**config.mk**
```make
export PLATFORM = sky130hd
export DESIGN_NAME = fetch_sequencer_flat
export DESIGN_NICKNAME = d
export VERILOG_FILES = /design/src/rtl/fetch_sequencer_pkg.sv /design/src/rtl/fetch_sequencer_if.sv /design/src/rtl/fetch_sequencer.sv /design/src/flat_wrapper.sv
export SDC_FILE = /design/constraint.sdc
export NUM_CORES = 1
export LEC_CHECK = 0
export BUFFER_PORTS_ARGS = -buffer_cell sky130_fd_sc_hd__buf_2
export CAP_MARGIN = 20
export CELL_PAD_IN_SITES_DETAIL_PLACEMENT = 1
export CELL_PAD_IN_SITES_GLOBAL_PLACEMENT = 2
export CORE_MARGIN = 10
export CORE_UTILIZATION = 20
export CTS_BUF_LIST = sky130_fd_sc_hd__clkbuf_2
export DETAILED_ROUTE_END_ITERATION = 7
export PLACE_DENSITY = 0.82
export SETUP_SLACK_MARGIN = 0.1
export SLEW_MARGIN = 25
export SYNTH_ARGS = -nofsm -noshare
export SYNTH_HDL_FRONTEND = slang
export SYNTH_SLANG_ARGS = --single-unit
```
**constraint.sdc**
```tcl
create_clock -name clk -period 2.7 [get_ports clk]
set_input_delay 0.405 -clock clk [delete_from_list [all_inputs] [get_ports clk]]
set_output_delay 0.405 -clock clk [all_outputs]
set_load 0.1 [all_outputs]
```
**src/rtl/fetch_sequencer_pkg.sv**
```systemverilog
// Shared encodings and defaults for the fetch sequencer.
// Interrupt states exist only when FETCH_SEQ_INT_EN is defined.
package fetch_seq_pkg;

  localparam logic [31:0] RESET_VEC_DEF = 32'h0000_0020;
  localparam logic [31:0] INT_VEC_DEF   = 32'h0000_0000;
  localparam int          CNT_W         = 3;

  typedef enum logic [2:0] {
    S_RESET = 3'd0,
    S_RUN   = 3'd1,
    S_IMM   = 3'd2
`ifdef FETCH_SEQ_INT_EN
    ,
    S_DRAIN = 3'd3,
    S_SAVE  = 3'd4,
    S_VEC   = 3'd5
`endif
  } state_t;

endpackage

```
**src/rtl/fetch_sequencer_if.sv**
```systemverilog
// Handshake bundle between the fetch sequencer (master) and the fetch datapath (slave).
interface fetch_sequencer_if;

  logic        stall;
  logic        jumpBit;
  logic [31:0] jumpTarget;
  logic        intReq;
  logic        twoWord;
  logic [31:0] curPc;
  logic [31:0] pcNext;
  logic        pcLoad;
  logic        bubble;
  logic        intAck;
  logic [31:0] retPc;
  logic        retPcValid;
  logic [2:0]  seqState;

  modport master (
    input  stall, jumpBit, jumpTarget, intReq, twoWord, curPc,
    output pcNext, pcLoad, bubble, intAck, retPc, retPcValid, seqState
  );

  modport slave (
    output stall, jumpBit, jumpTarget, intReq, twoWord, curPc,
    input  pcNext, pcLoad, bubble, intAck, retPc, retPcValid, seqState
  );

endinterface

```
**src/rtl/fetch_sequencer.sv**
```systemverilog
// Fetch-stage control FSM: PC source select, bubble insertion and interrupt entry.
// Define FETCH_SEQ_INT_EN to compile in the interrupt path (DRAIN/SAVE/VEC, retPc).
import fetch_seq_pkg::*;

module fetch_sequencer #(
  parameter logic [31:0] RESET_VEC        = RESET_VEC_DEF,
  parameter logic [31:0] INT_VEC          = INT_VEC_DEF,
  parameter int          INT_DRAIN_CYCLES = 2
) (
  input  logic              clk,
  input  logic              rst,
  fetch_sequencer_if.master bus
);

  state_t      state_q, state_d;
  logic [31:0] pc_next;
  logic        pc_load;
  logic        bubble;
  logic        int_ack;
  logic        ret_valid;

`ifdef FETCH_SEQ_INT_EN
  logic [CNT_W-1:0] cnt_q, cnt_d;
  logic [31:0]      ret_q, ret_d;
`endif

  always_ff @(posedge clk) begin
    if (rst) begin
      state_q <= S_RESET;
`ifdef FETCH_SEQ_INT_EN
      cnt_q   <= '0;
      ret_q   <= '0;
`endif
    end else begin
      state_q <= state_d;
`ifdef FETCH_SEQ_INT_EN
      cnt_q   <= cnt_d;
      ret_q   <= ret_d;
`endif
    end
  end

  always_comb begin
    state_d   = state_q;
    pc_next   = bus.curPc;
    pc_load   = 1'b0;
    bubble    = 1'b0;
    int_ack   = 1'b0;
    ret_valid = 1'b0;
`ifdef FETCH_SEQ_INT_EN
    cnt_d     = cnt_q;
    ret_d     = ret_q;
`endif
    case (state_q)
      S_RESET: begin
        pc_next = RESET_VEC;
        pc_load = 1'b1;
        bubble  = 1'b1;
        state_d = S_RUN;
      end
      S_RUN: begin
        if (bus.jumpBit) begin
          pc_next = bus.jumpTarget;
          pc_load = 1'b1;
          bubble  = 1'b1;
        end else if (!bus.stall) begin
`ifdef FETCH_SEQ_INT_EN
          if (bus.intReq) begin
            bubble  = 1'b1;
            ret_d   = bus.curPc;
            cnt_d   = CNT_W'(INT_DRAIN_CYCLES - 1);
            state_d = S_DRAIN;
          end else begin
`else
          begin
`endif
            pc_next = bus.curPc + 32'd1;
            pc_load = 1'b1;
            if (bus.twoWord) state_d = S_IMM;
          end
        end
      end
      // Immediate word is never split from its opcode, so interrupts wait here.
      S_IMM: begin
        if (bus.jumpBit) begin
          pc_next = bus.jumpTarget;
          pc_load = 1'b1;
          bubble  = 1'b1;
          state_d = S_RUN;
        end else if (!bus.stall) begin
          pc_next = bus.curPc + 32'd1;
          pc_load = 1'b1;
          state_d = S_RUN;
        end
      end
`ifdef FETCH_SEQ_INT_EN
      // A jump resolving while draining redirects where the handler returns to.
      S_DRAIN: begin
        bubble = 1'b1;
        if (bus.jumpBit) ret_d = bus.jumpTarget;
        if (!bus.stall) begin
          if (cnt_q == '0) state_d = S_SAVE;
          else             cnt_d   = cnt_q - CNT_W'(1);
        end
      end
      S_SAVE: begin
        bubble    = 1'b1;
        ret_valid = 1'b1;
        if (!bus.stall) state_d = S_VEC;
      end
      S_VEC: begin
        pc_next = INT_VEC;
        pc_load = 1'b1;
        bubble  = 1'b1;
        int_ack = 1'b1;
        state_d = S_RUN;
      end
`endif
      default: state_d = S_RESET;
    endcase
    // Reset masks everything so an aborted entry never acknowledges or saves.
    if (rst) begin
      pc_next   = RESET_VEC;
      pc_load   = 1'b1;
      bubble    = 1'b1;
      int_ack   = 1'b0;
      ret_valid = 1'b0;
    end
  end

  assign bus.pcNext     = pc_next;
  assign bus.pcLoad     = pc_load;
  assign bus.bubble     = bubble;
  assign bus.intAck     = int_ack;
  assign bus.retPcValid = ret_valid;
  assign bus.seqState   = rst ? 3'd0 : state_q;

`ifdef FETCH_SEQ_INT_EN
  assign bus.retPc = ret_q;
`else
  logic unused_cfg;
  assign unused_cfg = ^{bus.intReq, INT_VEC, CNT_W'(INT_DRAIN_CYCLES)};
  assign bus.retPc  = 32'd0;
`endif

endmodule

```
**src/flat_wrapper.sv**
```systemverilog
// flat-port wrapper written by rule: the top's interface ports become plain ports
module fetch_sequencer_flat 
#(
  parameter logic [31:0] RESET_VEC        = RESET_VEC_DEF,
  parameter logic [31:0] INT_VEC          = INT_VEC_DEF,
  parameter int          INT_DRAIN_CYCLES = 2
)
  (clk, rst, bus_stall, bus_jumpBit, bus_jumpTarget, bus_intReq, bus_twoWord, bus_curPc, bus_pcNext, bus_pcLoad, bus_bubble, bus_intAck, bus_retPc, bus_retPcValid, bus_seqState);
  fetch_sequencer_if bus_i ();
  input  logic clk;
  input  logic rst;
  input wire logic [$bits(bus_i.stall)-1:0] bus_stall;
  input wire logic [$bits(bus_i.jumpBit)-1:0] bus_jumpBit;
  input wire logic [$bits(bus_i.jumpTarget)-1:0] bus_jumpTarget;
  input wire logic [$bits(bus_i.intReq)-1:0] bus_intReq;
  input wire logic [$bits(bus_i.twoWord)-1:0] bus_twoWord;
  input wire logic [$bits(bus_i.curPc)-1:0] bus_curPc;
  output wire logic [$bits(bus_i.pcNext)-1:0] bus_pcNext;
  output wire logic [$bits(bus_i.pcLoad)-1:0] bus_pcLoad;
  output wire logic [$bits(bus_i.bubble)-1:0] bus_bubble;
  output wire logic [$bits(bus_i.intAck)-1:0] bus_intAck;
  output wire logic [$bits(bus_i.retPc)-1:0] bus_retPc;
  output wire logic [$bits(bus_i.retPcValid)-1:0] bus_retPcValid;
  output wire logic [$bits(bus_i.seqState)-1:0] bus_seqState;
  assign bus_i.stall = bus_stall;
  assign bus_i.jumpBit = bus_jumpBit;
  assign bus_i.jumpTarget = bus_jumpTarget;
  assign bus_i.intReq = bus_intReq;
  assign bus_i.twoWord = bus_twoWord;
  assign bus_i.curPc = bus_curPc;
  assign bus_pcNext = bus_i.pcNext;
  assign bus_pcLoad = bus_i.pcLoad;
  assign bus_bubble = bus_i.bubble;
  assign bus_intAck = bus_i.intAck;
  assign bus_retPc = bus_i.retPc;
  assign bus_retPcValid = bus_i.retPcValid;
  assign bus_seqState = bus_i.seqState;
  fetch_sequencer #(.RESET_VEC(RESET_VEC), .INT_VEC(INT_VEC), .INT_DRAIN_CYCLES(INT_DRAIN_CYCLES)) u_core (.clk(clk), .rst(rst), .bus(bus_i));
endmodule
```
==> results of run 1 <==
placed cells by master (no fill, tap or decap), types with 4 or more instances in the layout:
cell / netlist / layout
a211oi_4: 0 / 4
a221oi_4: 0 / 5
a22oi_1: 4 / 4
o211ai_1: 6 / 6
nand2_1: 30 / 30
o21ai_2: 1 / 5
o31ai_1: 5 / 4
nand4_1: 6 / 6
buf_2: 2 / 70
a21oi_1: 27 / 26
nor3_4: 1 / 8
o21ai_0: 32 / 28
nand3_1: 10 / 10
nor2_1: 22 / 17
nor2_2: 0 / 5
buf_4: 36 / 36
a31oi_1: 9 / 8
buf_12: 0 / 32
conb_1: 1 / 35
and3_1: 6 / 4
buf_6: 2 / 5
or3_1: 4 / 4
inv_1: 15 / 14
nor3_1: 13 / 6
repair_timing:
| action | 4_1_cts | 5_1_grt |
|---|---|---|
| pin swaps | 5 | 7 |
| setup endpoints to repair | 7 | 14 |
| cloned | 0 | 1 |
| setup buffers | 0 | 3 |
| gates resized for setup | 7 | 13 |
cell type report:
class / instances / area share
multi-input combinational: 278 / 0.555
clock buffer: 3 / 0.00414
inverter: 15 / 0.0155
antenna: 2 / 0.00138
sequential: 2 / 0.0110
timing repair buffer: 144 / 0.367
tap: 133 / 0.0459
cells by family after synthesis:
logic type,Yosys count,synth area share
other,1,0.00185
AND/OR/NAND/NOR,113,0.320
adder cells (fa/ha/maj),5,0.0308
flip-flops,2,0.0197
AO/OA/AOI/OAI,124,0.405
buffers and inverters,77,0.218
multiplexers,1,0.00494
worst min-delay path: cells and delay by family (launching register included):
family | cells | cell delay [ns]
flops | 1 | 0.33
simple gates | 2 | 0.16
per-layer routing:
metal,up-vias,track usage,part of all wire
li1,1371,-,-
met1,1403,0.156,0.41
met2,86,0.249,0.52
met3,8,0.0321,0.055
met4,2,0.0211,0.0070
met5,-,0,0.0012
power by group:
part / switching, mW / internal [mW] / leakage, nW / total (mW)
registers: 0.0130 / 0.0418 / 0.0166 / 0.0548
logic: 2.15 / 1.05 / 1.54 / 3.20
clock network: 0.0206 / 0.0296 / 0.0125 / 0.0502
total: 2.18 / 1.12 / 1.57 / 3.30
worst max-delay path by stage:
stage	start	endpoint	depth (start not counted)
3_5_place_dp	bus_curPc[0]	bus_pcNext[16]	8
5_1_grt	bus_curPc[1]	bus_pcNext[30]	8
6_report	bus_curPc[1]	bus_pcNext[30]	8
2_1_floorplan	bus_curPc[0]	bus_pcNext[30]	6
4_1_cts	bus_curPc[1]	bus_pcNext[30]	8
3_3_place_gp	bus_curPc[0]	bus_pcNext[16]	8
==> impl_results.md, run 1 <==
* Synth Flop Type: dfxtp_1
* Layout area overhead at 78.8%
* Sequential-to-total area share from yosys stat at 0.0197
* YS warnings at 0
* Placed cells at between 500 and 600
* Die area at roughly 15000 sq um
* Final wirelength at 10.6 mm
* Max Fclk at ~380 MHz
* Pin count of the biggest net entering global routing at 39
* Largest fanout on the critical path at 3
* DR DRC count at 0
* Total grt overflow at 0
* Chip height at about 120 microns
* Clk sink count at 2
* Placer Congestion at 0.837
* Vias in the first global route at slightly above 3000
* Hold Slack at between 0.5 and 0.6 ns
* Crit path DAT at 2.20 ns
* Post-route clock period utilization at 0.965
* Total GRT Usage at 0.135
* Initial antenna violation count at 2
* Layout cells sized above 1 at 0.455
* Crit-path leading delay family: simple AND/OR/NAND/NOR gates
* Sequential Area at ~40 sq um
* Top cell type by total area after synthesis: buf_4
* Cell area after layout at around 3600 sq um
* Fin cells at 577
* Netlist cell types at 56
* Post-layout min period at 2.61 ns
* #FFs+latches synth at 2
* Placed Area at roughly 3500 sq um
* Avg Inst Size Synth at 6.28 sq um
* Clock Latency Late Sink at about 0.2 ns
* Fin Setup TNS at 0 ns
* Hold Crit Class: reg2reg
* # IOs at roughly 140
* Post-Route Utilization at 0.369
* CP Class: in2out
* Worst-path clk slew at ~0.030 ns
* Slew Limit Fails at 0
* H-tree depth at 1
* Largest cells by area after synthesis: buf_4 (13%), o21ai_0 (7.9%), a21oi_1 (6.7%), nand2_1 (5.6%), nor2_1 (4.1%)
* Most common cell in the netlist: buf_4
* Num CTS Buffers at 3
* Post-Syn Area at around 2000 sq um
* FP Rows at 36
* Area of the multi-input gates at just over 2000 sq um
* Starting Density at 0.207
* Antenna viol nets, final at 0
* Biggest regs: u_core.state_q (2)
* Flop-to-flop setup slack at approximately 1.4 ns
* CP Launch Type: primary input
* CTS tree: built
* Data required, critical path at about 2.3 ns
* Die width at approximately 120 microns
* Worst Hold End: u_core.state_q[1]
* Detailed placement HPWL at roughly 8.6 mm
* Setup violators final at 0
* Status: completed
* CP Buf/Inv Count at 2
* Pwr Total at between 3 and 4 mW
* Drt first pass iters at 4
* Core box area at 9820 sq um
* # fillers at between 1000 and 1500
* Final hold violations at 0
* Max cap viols at 0
* Final net count at approximately 520
* Synth async-reset ratio at 0
* Hold-fix buffers at CTS at 0
* Min-Delay Path Depth at 2
* Slowest CP cell: or4_4
* Share of the synthesized area in the top cell type at 0.133
* Lkg Pwr at ~1.6 nW
* First-pass GRT wire length at around 16 mm
* Max reg flops at 2
* Max stage delay on crit path at between 0.5 and 0.6 ns
* Worst setup margin at between 0.09 and 0.1 ns
* Via count at around 2900
* DR WL/cell at about 18 microns
* RSZ-0062 raised after global routing: true
* Hold Crit Start: u_core.state_q[1]
* DRT iter0 DRCs at 89
* Pre-CTS setup slack at -0.0370 ns
* Root Driver: clkbuf_2
* Commonest cells in the netlist: buf_4 (36), o21ai_0 (32), nand2_1 (30)
* Critical R2R Launch: u_core.state_q[1]
* Clk buf depth at 2
* EDFF count, synth at 0
* PortBufs at ~100
* PD cells at a little over 900 nW/um^2
* CP Cell Sequence: buf_8 -> ha_4 -> nand4b_4 -> or4_4 -> and4bb_1 -> o21ai_2 -> a221oi_4 -> buf_12
* Clock skew at roughly 0.0015 ns
* Reg2reg end: u_core.state_q[0]
* Top reg by flops: u_core.state_q
* CP endpoint kind: output port
* Reg2reg path depth at 7
* Vias/cell at just under 5
* Synthesized instance count at between 300 and 400
* Peak VDD IR at roughly 460 uV
(Power assumes the default switching activity.)
==> inputs of run 2 (changes only) <==
--- a/config.mk
+++ b/config.mk
@@ -10,10 +10,11 @@
 export CELL_PAD_IN_SITES_DETAIL_PLACEMENT = 1
 export CELL_PAD_IN_SITES_GLOBAL_PLACEMENT = 2
 export CORE_MARGIN = 10
-export CORE_UTILIZATION = 20
+export CORE_UTILIZATION = 22
 export CTS_BUF_LIST = sky130_fd_sc_hd__clkbuf_2
 export DETAILED_ROUTE_END_ITERATION = 7
-export PLACE_DENSITY = 0.82
+export GPL_ROUTABILITY_DRIVEN = 0
+export PLACE_DENSITY = 0.89
 export SETUP_SLACK_MARGIN = 0.1
 export SLEW_MARGIN = 25
 export SYNTH_ARGS = -nofsm -noshare
==> constraint.sdc (replaced) <==
create_clock -name clk -period 3.08 [get_ports clk]
set_input_delay 0.462 -clock clk [delete_from_list [all_inputs] [get_ports clk]]
set_output_delay 0.462 -clock clk [all_outputs]
set_load 0.1 [all_outputs]
==> run 2 against run 1 <==
Global-route usage up 0.53 points. Register-to-register slack better by 0.41 ns. Sequential cell count unchanged. Power down 18%.
==> impl_results.md, run 2 (synthesized netlist as in run 1, its figures left out) <==
* Int Power at 0.851 mW (-24%)
* Worst-Margin Slew at ~0.58 ns
* Pre-CTS setup slack at 0.126 ns (+0.163 ns)
* RSZ-0062 raised after global routing: false
* Clock Latency Late Sink at 0.19 ns (about the same)
* DRT iter0 DRCs at 72 (-19%)
* Hold Crit Start: u_core.state_q[1]
* Antenna viol nets, final at 0 (unchanged)
* Clock skew at 0.00249 ns (+0.000970 ns)
* PortBufs at 104 (unchanged)
* Max stage delay on crit path at 0.41 ns (-0.11 ns)
* Max Fclk at 346 MHz
* CTS tree: built
* Worst setup margin at 0.190 ns (+0.0969 ns)
* Vias/cell at 5.29 (+6.3%)
* Slew Limit Fails at 0 (unchanged)
* Die width at 116 microns (-3.9%)
* Clk sink count at 2 (unchanged)
* Sw frac at 0.686 (+0.0256)
* Peak VDD IR at 772 uV (+67%)
* Worst slew margin at 0.616
* Chip height at 116 microns (-3.9%)
* Layout area overhead at 59.3%
* Reg2reg path depth at 7 (unchanged)
* DR WL/cell at 19.0 microns (+3.7%)
* Max cap viols at 0 (unchanged)
* Starting Density at 0.229 (+0.0227)
* Root Driver: clkbuf_2
* Core box area at 8850 sq um (-9.9%)
* Layout cells sized above 1 at 0.404 (-0.0510)
* Final net count at 498 (-4.0%)
* Hold Slack at 0.559 ns (+0.0154 ns)
* Hold Crit Class: reg2reg
* Final wirelength at 10.0 mm (-4.9%)
* CP Launch Type: primary input
* Post-layout min period at a little under 3 ns
* DR DRC count at 0 (unchanged)
* Fin cells at 529 (-8.3%)
* PD cells at 839 nW/um^2 (-7.9%)
* Clock Power Share at 0.015 (about the same)
* Combinational power share at 0.967 (about the same)
* Part of the power in registers at 0.018 (about the same)
* Clk buf depth at 2 (unchanged)
* Post-CTS setup buffers at 0 (unchanged)
* Placed cells at 526 (-7.4%)
* Data required, critical path at 2.62 ns (+0.32 ns)
* Via count at 2797 (-2.5%)
* Post-route clock period utilization at 0.938
* Crit path DAT at 2.43 ns (+0.23 ns)
* Hold-fix buffers at CTS at 0 (unchanged)
* Status: completed
* Critical R2R Launch: u_core.state_q[1]
* Detailed placement HPWL at 8.28 mm (-4.0%)
* Lkg Pwr at 1.43 nW (-8.9%)
* Setup violators final at 0 (unchanged)
* Reg2reg end: u_core.state_q[0]
* Biggest regs: u_core.state_q (2)
* Sw Pwr at 1.86 mW (-15%)
* CP Class: in2out
* FP Rows at 34 (-5.6%)
* Largest fanout on the critical path at 6 (+3)
* First-pass GRT wire length at 15.5 mm (-5.3%)
* Worst Hold End: u_core.state_q[1]
* Most common cell after layout, fill and taps aside: buf_2
* H-tree depth at 1 (unchanged)
* CP Cell Sequence: buf_2 -> ha_4 -> nand4b_4 -> buf_4 -> nor4_4 -> buf_4 -> o21ai_0 -> a21oi_1 -> nor3_4 -> buf_2
* Initial antenna violation count at 0 (-2)
* # IOs at 141 (unchanged)
* Post-Route Utilization at 0.365 (-0.00402)
* CP Buf/Inv Count at 4 (+2)
* Most frequent cells in the layout: buf_2 (79), conb_1 (35), nand2_1 (30)
* Crit-path leading delay family: buffers and inverters
* Num CTS Buffers at 3 (unchanged)
* Final hold violations at 0 (unchanged)
* Die area at 13500 sq um (-7.6%)
* Slowest CP cell: nor4_4
* Min-Delay Path Depth at 2 (unchanged)
* Total GRT Usage at 0.140 (+0.00529)
* Max reg flops at 2 (unchanged)
* Top reg by flops: u_core.state_q
* Total grt overflow at 0 (unchanged)
* CP endpoint kind: output port
* Pin count of the biggest net entering global routing at 33 (-15%)
* Flop-to-flop setup slack at 1.79 ns (+0.41 ns)
* Vias in the first global route at 2982 (-4.1%)
* Drt first pass iters at 4 (unchanged)
* Diodes inserted at 0 (-2)
* Worst-path clk slew at 0.03 ns (about the same)
-- run 2: how the worst max path moves through the flow --
stage | from | endpoint | slack [ns] | cells after the start
after floorplan | bus_curPc[0] | bus_pcNext[24] | -0.24 | 6
after global placement | bus_curPc[0] | bus_pcNext[16] | 0.21 | 9
after detailed placement | bus_curPc[0] | bus_pcNext[16] | 0.13 | 9
after CTS | bus_curPc[0] | bus_pcNext[16] | 0.12 | 8
after global routing | bus_curPc[0] | bus_pcNext[24] | 0.11 | 9
final | bus_curPc[0] | bus_pcNext[14] | 0.19 | 10
-- run 2: power by group through the flow --
stage | combinational (mW) | sequential [mW] | clock [mW]
3_5_place_dp | 2.63 | 0.0487 | 0
5_1_grt | 2.75 | 0.0507 | 0.0476
4_1_cts | 2.64 | 0.0483 | 0.0436
2_1_floorplan | 1.93 | 0.0454 | 0
3_3_place_gp | 2.60 | 0.0469 | 0
6_report | 2.62 | 0.0486 | 0.0397
-- run 2: tightest hold or removal path, stage by stage, from the launching register on --
cell and delay (ns):
dfxtp_1 0.33, nor2_1 0.12, nor3_1 0.06
-- run 2: layout make-up --
cell class / count / area (sq um)
clock buffers: 3 / 15.0
fillers: 1116 / 5620
inverters: 15 / 56.3
multi-input cells: 278 / 1950
flip-flops and latches: 2 / 40.0
well taps: 108 / 135
repair buffers: 123 / 1040
-- run 2: per-stage QoR --
stage	setup TNS (ns)	total power [mW]	area, sq um
2_1_floorplan	-0.244	1.97	2430
3_3_place_gp	0	2.65	3210
3_5_place_dp	0	2.68	3210
4_1_cts	0	2.73	3220
5_1_grt	0	2.85	3230
6_report	0	2.71	3230
-- run 2: timing repair --
| action | 4_1_cts | 5_1_grt |
|---|---|---|
| endpoints found under the setup margin | 0 | 1 |
| hold endpoints to repair | 0 | 0 |
| resized for setup | 0 | 2 |
-- run 2: metal layers --
layer,wire length [microns],global-route usage
met1,4110,0.165
met2,5140,0.254
met3,706,0.0305
met4,99,0.0292
met5,0,0
==> inputs of run 3 (changes only) <==
--- a/config.mk
+++ b/config.mk
@@ -5,6 +5,7 @@
 export SDC_FILE = /design/constraint.sdc
 export NUM_CORES = 1
 export LEC_CHECK = 0
+export ABC_AREA = 1
 export BUFFER_PORTS_ARGS = -buffer_cell sky130_fd_sc_hd__buf_2
 export CAP_MARGIN = 20
 export CELL_PAD_IN_SITES_DETAIL_PLACEMENT = 1
==> run 3 against run 2 <==
Wire length rose by 0.36%. Critical endpoint is now bus_pcNext[16]. Clock skew fell by 0.00084 ns. Synthesized area rose by 15%. Power fell by 3.9%. Combinational power fell by 4%. Synthesized cell count rose by 36%. Sequential share of layout area rose by 0.10 points. Sequential cell count did not move. Count of clock-buffer cells in the layout did not move. Sequential power rose by 5.3%. Register-to-register slack got worse by 0.04 ns. Critical path type unchanged. Clock power rose by 2%.
==> impl_results.md, run 3 <==
* First-pass GRT wire length at 16.3 mm (+5.2%)
* Setup violators final at 0 (unchanged)
* Most frequent cells in the layout: buf_2 (103), nand2_1 (90), nor2_1 (75)
* Status: completed
* Hold Slack at 0.575 ns (+0.0159 ns)
* Max cap viols at 0 (unchanged)
* Final wirelength at 10.1 mm (+0.36%)
* Layout area overhead at 27.9%
* Die width at 123 microns (+6.0%)
* Clk buf depth at 2 (unchanged)
* Part of the power in registers at 0.020 (+0.002)
* Clk sink count at 2 (unchanged)
* Worst setup margin at 0.377 ns (+0.187 ns)
* Layout cells sized above 1 at 0.333 (-0.0711)
* Largest fanout on the critical path at 6 (unchanged)
* Clock Latency Late Sink at 0.19 ns (about the same)
* Top reg by flops: u_core.state_q
* Detailed placement HPWL at 8.50 mm (+2.7%)
* Root Driver: clkbuf_2
* H-tree depth at 1 (unchanged)
* Clock skew at 0.00164 ns (-0.000843 ns)
* Total grt overflow at 0 (unchanged)
* DR DRC count at 0 (unchanged)
* Share of the synthesized area in the top cell type at 0.145 (+0.0117)
* Num CTS Buffers at 3 (unchanged)
* #FFs+latches synth at 2 (unchanged)
* DRT iter0 DRCs at 84 (+17%)
* Worst-path clk slew at 0.03 ns (about the same)
* CP Launch Type: primary input
* Chip height at 123 microns (+6.0%)
* FP Rows at 37 (+8.8%)
* CP Class: in2out
* Drt first pass iters at 4 (unchanged)
* Slew Limit Fails at 0 (unchanged)
* Most common cell after layout, fill and taps aside: buf_2
* Data required, critical path at 2.62 ns (about the same)
* Pin count of the biggest net entering global routing at 43 (+30%)
* Top cell type by total area after synthesis: nand2_1
* Antenna viol nets, final at 0 (unchanged)
* Max Fclk at 370 MHz (+6.9%)
* DR WL/cell at 15.0 microns (-21%)
* Avg Inst Size Synth at 5.30 sq um (-16%)
* Post-route clock period utilization at 0.878 (-0.0607)
* Synthesized instance count at 440 (+36%)
* Combinational power share at 0.965 (-0.002)
* Synth Flop Type: dfxtp_1
* CTS tree: built
* Sw Pwr at 2.07 mW (+12%)
* Pre-CTS setup slack at 0.344 ns (+0.219 ns)
* Post-Syn Area at 2330 sq um (+15%)
* YS warnings at 0 (unchanged)
* Commonest cells in the netlist: nand2_1 (90), nor2_1 (75), o21ai_0 (36)
* Cell area after layout at 2980 sq um (-7.8%)
* Sequential-to-total area share from yosys stat at 0.0172 (-0.00256)
* Pwr Total at 2.61 mW (-3.9%)
* Worst-Margin Slew at 0.599 ns (+0.0238 ns)
* Starting Density at 0.226 (-0.00342)
* Crit path DAT at 2.24 ns (-0.19 ns)
* Total GRT Usage at 0.128 (-0.0117)
* Int Power at 0.531 mW (-38%)
* EDFF count, synth at 0 (unchanged)
* Lkg Pwr at 1.44 nW (+0.59%)
* CP endpoint kind: output port
* # IOs at 141 (unchanged)
* Max reg flops at 2 (unchanged)
* Hold Crit Class: reg2reg
* Placed Area at 2970 sq um (-7.6%)
* Biggest regs: u_core.state_q (2)
* Sw frac at 0.796 (+0.110)
* Post-layout min period at 2.70 ns (-0.187 ns)
* # resized after CTS at 0 (unchanged)
* Initial antenna violation count at 0 (unchanged)
* Netlist cell types at 39 (-30%)
* Post-CTS setup buffers at 0 (unchanged)
* Core box area at 10300 sq um (+17%)
* Vias/cell at 4.55 (-14%)
* Worst slew margin at 0.600 (-0.0163)
* Clock Power Share at 0.016 (about the same)
* PortBufs at 104 (unchanged)
* Largest cells by area after synthesis: nand2_1 (14%), nor2_1 (12%), buf_4 (11%), o21ai_0 (7.7%), a21oi_1 (6.7%)
* Synth async-reset ratio at 0 (unchanged)
* Hold-fix buffers at CTS at 0 (unchanged)
* Diodes inserted at 0 (unchanged)
* Peak VDD IR at 442 uV (-43%)
* Via count at 3054 (+9.2%)
* Vias in the first global route at 3328 (+12%)
* Final hold violations at 0 (unchanged)
* Most common cell in the netlist: nand2_1
* Final net count at 612 (+23%)
* Die area at 15100 sq um (+12%)
* PD cells at 874 nW/um^2 (+4.2%)
* # fillers at 1438 (+29%)
* RSZ-0062 raised after global routing: false
-- run 3: changes by cell type after synthesis, moves of 9 or more --
| cell | delta |
|---|---|
| nand2_1 | +60 |
| nor2_1 | +53 |
| nand3_1 | +18 |
| inv_1 | +16 |
| o21ai_1 | +13 |
| clkbuf_1 | -12 |
| nand3b_1 | +9 |
-- run 3: power groups by stage --
stage / logic (mW) / clock network, mW / registers, mW
after floorplan: 2.14 / 0 / 0.0482
after global placement: 2.51 / 0 / 0.0494
after detailed placement: 2.55 / 0 / 0.0515
after CTS: 2.55 / 0.0442 / 0.0513
after global routing: 2.67 / 0.0492 / 0.0535
final: 2.51 / 0.0406 / 0.0512
-- run 3: logic make-up (layout without fill, tap and decap cells) --
logic type	Yosys count	in the layout	synth area share
simple gates	242	242	0.498
compound gates	96	96	0.227
buf+inv	91	152	0.218
fa+ha+maj	5	5	0.0268
other cells	1	35	0.00161
flops	2	2	0.0172
xor+xnor	3	3	0.0113
-- run 3: final cells by class --
class | instances | area [sq um] | share of cell area
inverters | 38 | 143 | 0.0479
flip-flops and latches | 2 | 40.0 | 0.0134
multi-input cells | 381 | 2000 | 0.671
well taps | 136 | 170 | 0.0571
clock buffers | 3 | 15.0 | 0.00504
repair buffers | 111 | 613 | 0.206
-- run 3: worst paths after layout --
kind | endpoint | from | depth (start not counted) | slack (ns)
max | bus_pcNext[16] | bus_curPc[0] | 11 | 0.38
max reg2reg | u_core.state_q[1] | u_core.state_q[1] | 7 | 1.75
min reg2reg | u_core.state_q[0] | u_core.state_q[0] | 2 | 0.57
min | u_core.state_q[0] | u_core.state_q[0] | 2 | 0.57
-- run 3: layer usage --
layer / GRT usage / routed length, microns
met1: 0.150 / 4410
met2: 0.239 / 4990
met5: 0 / 0
met3: 0.0314 / 652
met4: 0.00957 / 23
-- run 3: through the flow --
| step | util | setup TNS [ns] | instances |
|---|---|---|---|
| 6_report | 0.289 | 0 | 671 |
| 5_1_grt | 0.289 | 0 | 671 |
| 4_1_cts | 0.289 | 0 | 671 |
| 3_5_place_dp | 0.287 | 0 | 668 |
| 3_3_place_gp | 0.287 | 0 | 668 |
| 2_1_floorplan | - | -0.0528 | 474 |
-- run 3: critical path, stage by stage --
cell and delay, ns:
buf_2 0.14, ha_1 0.21, nand2_1 0.14, nor2_8 0.16, nand2_2 0.10, nor2_2 0.14
nand2_1 0.07, nand3_1 0.08, o211ai_1 0.10, a21oi_2 0.17, buf_2 0.45
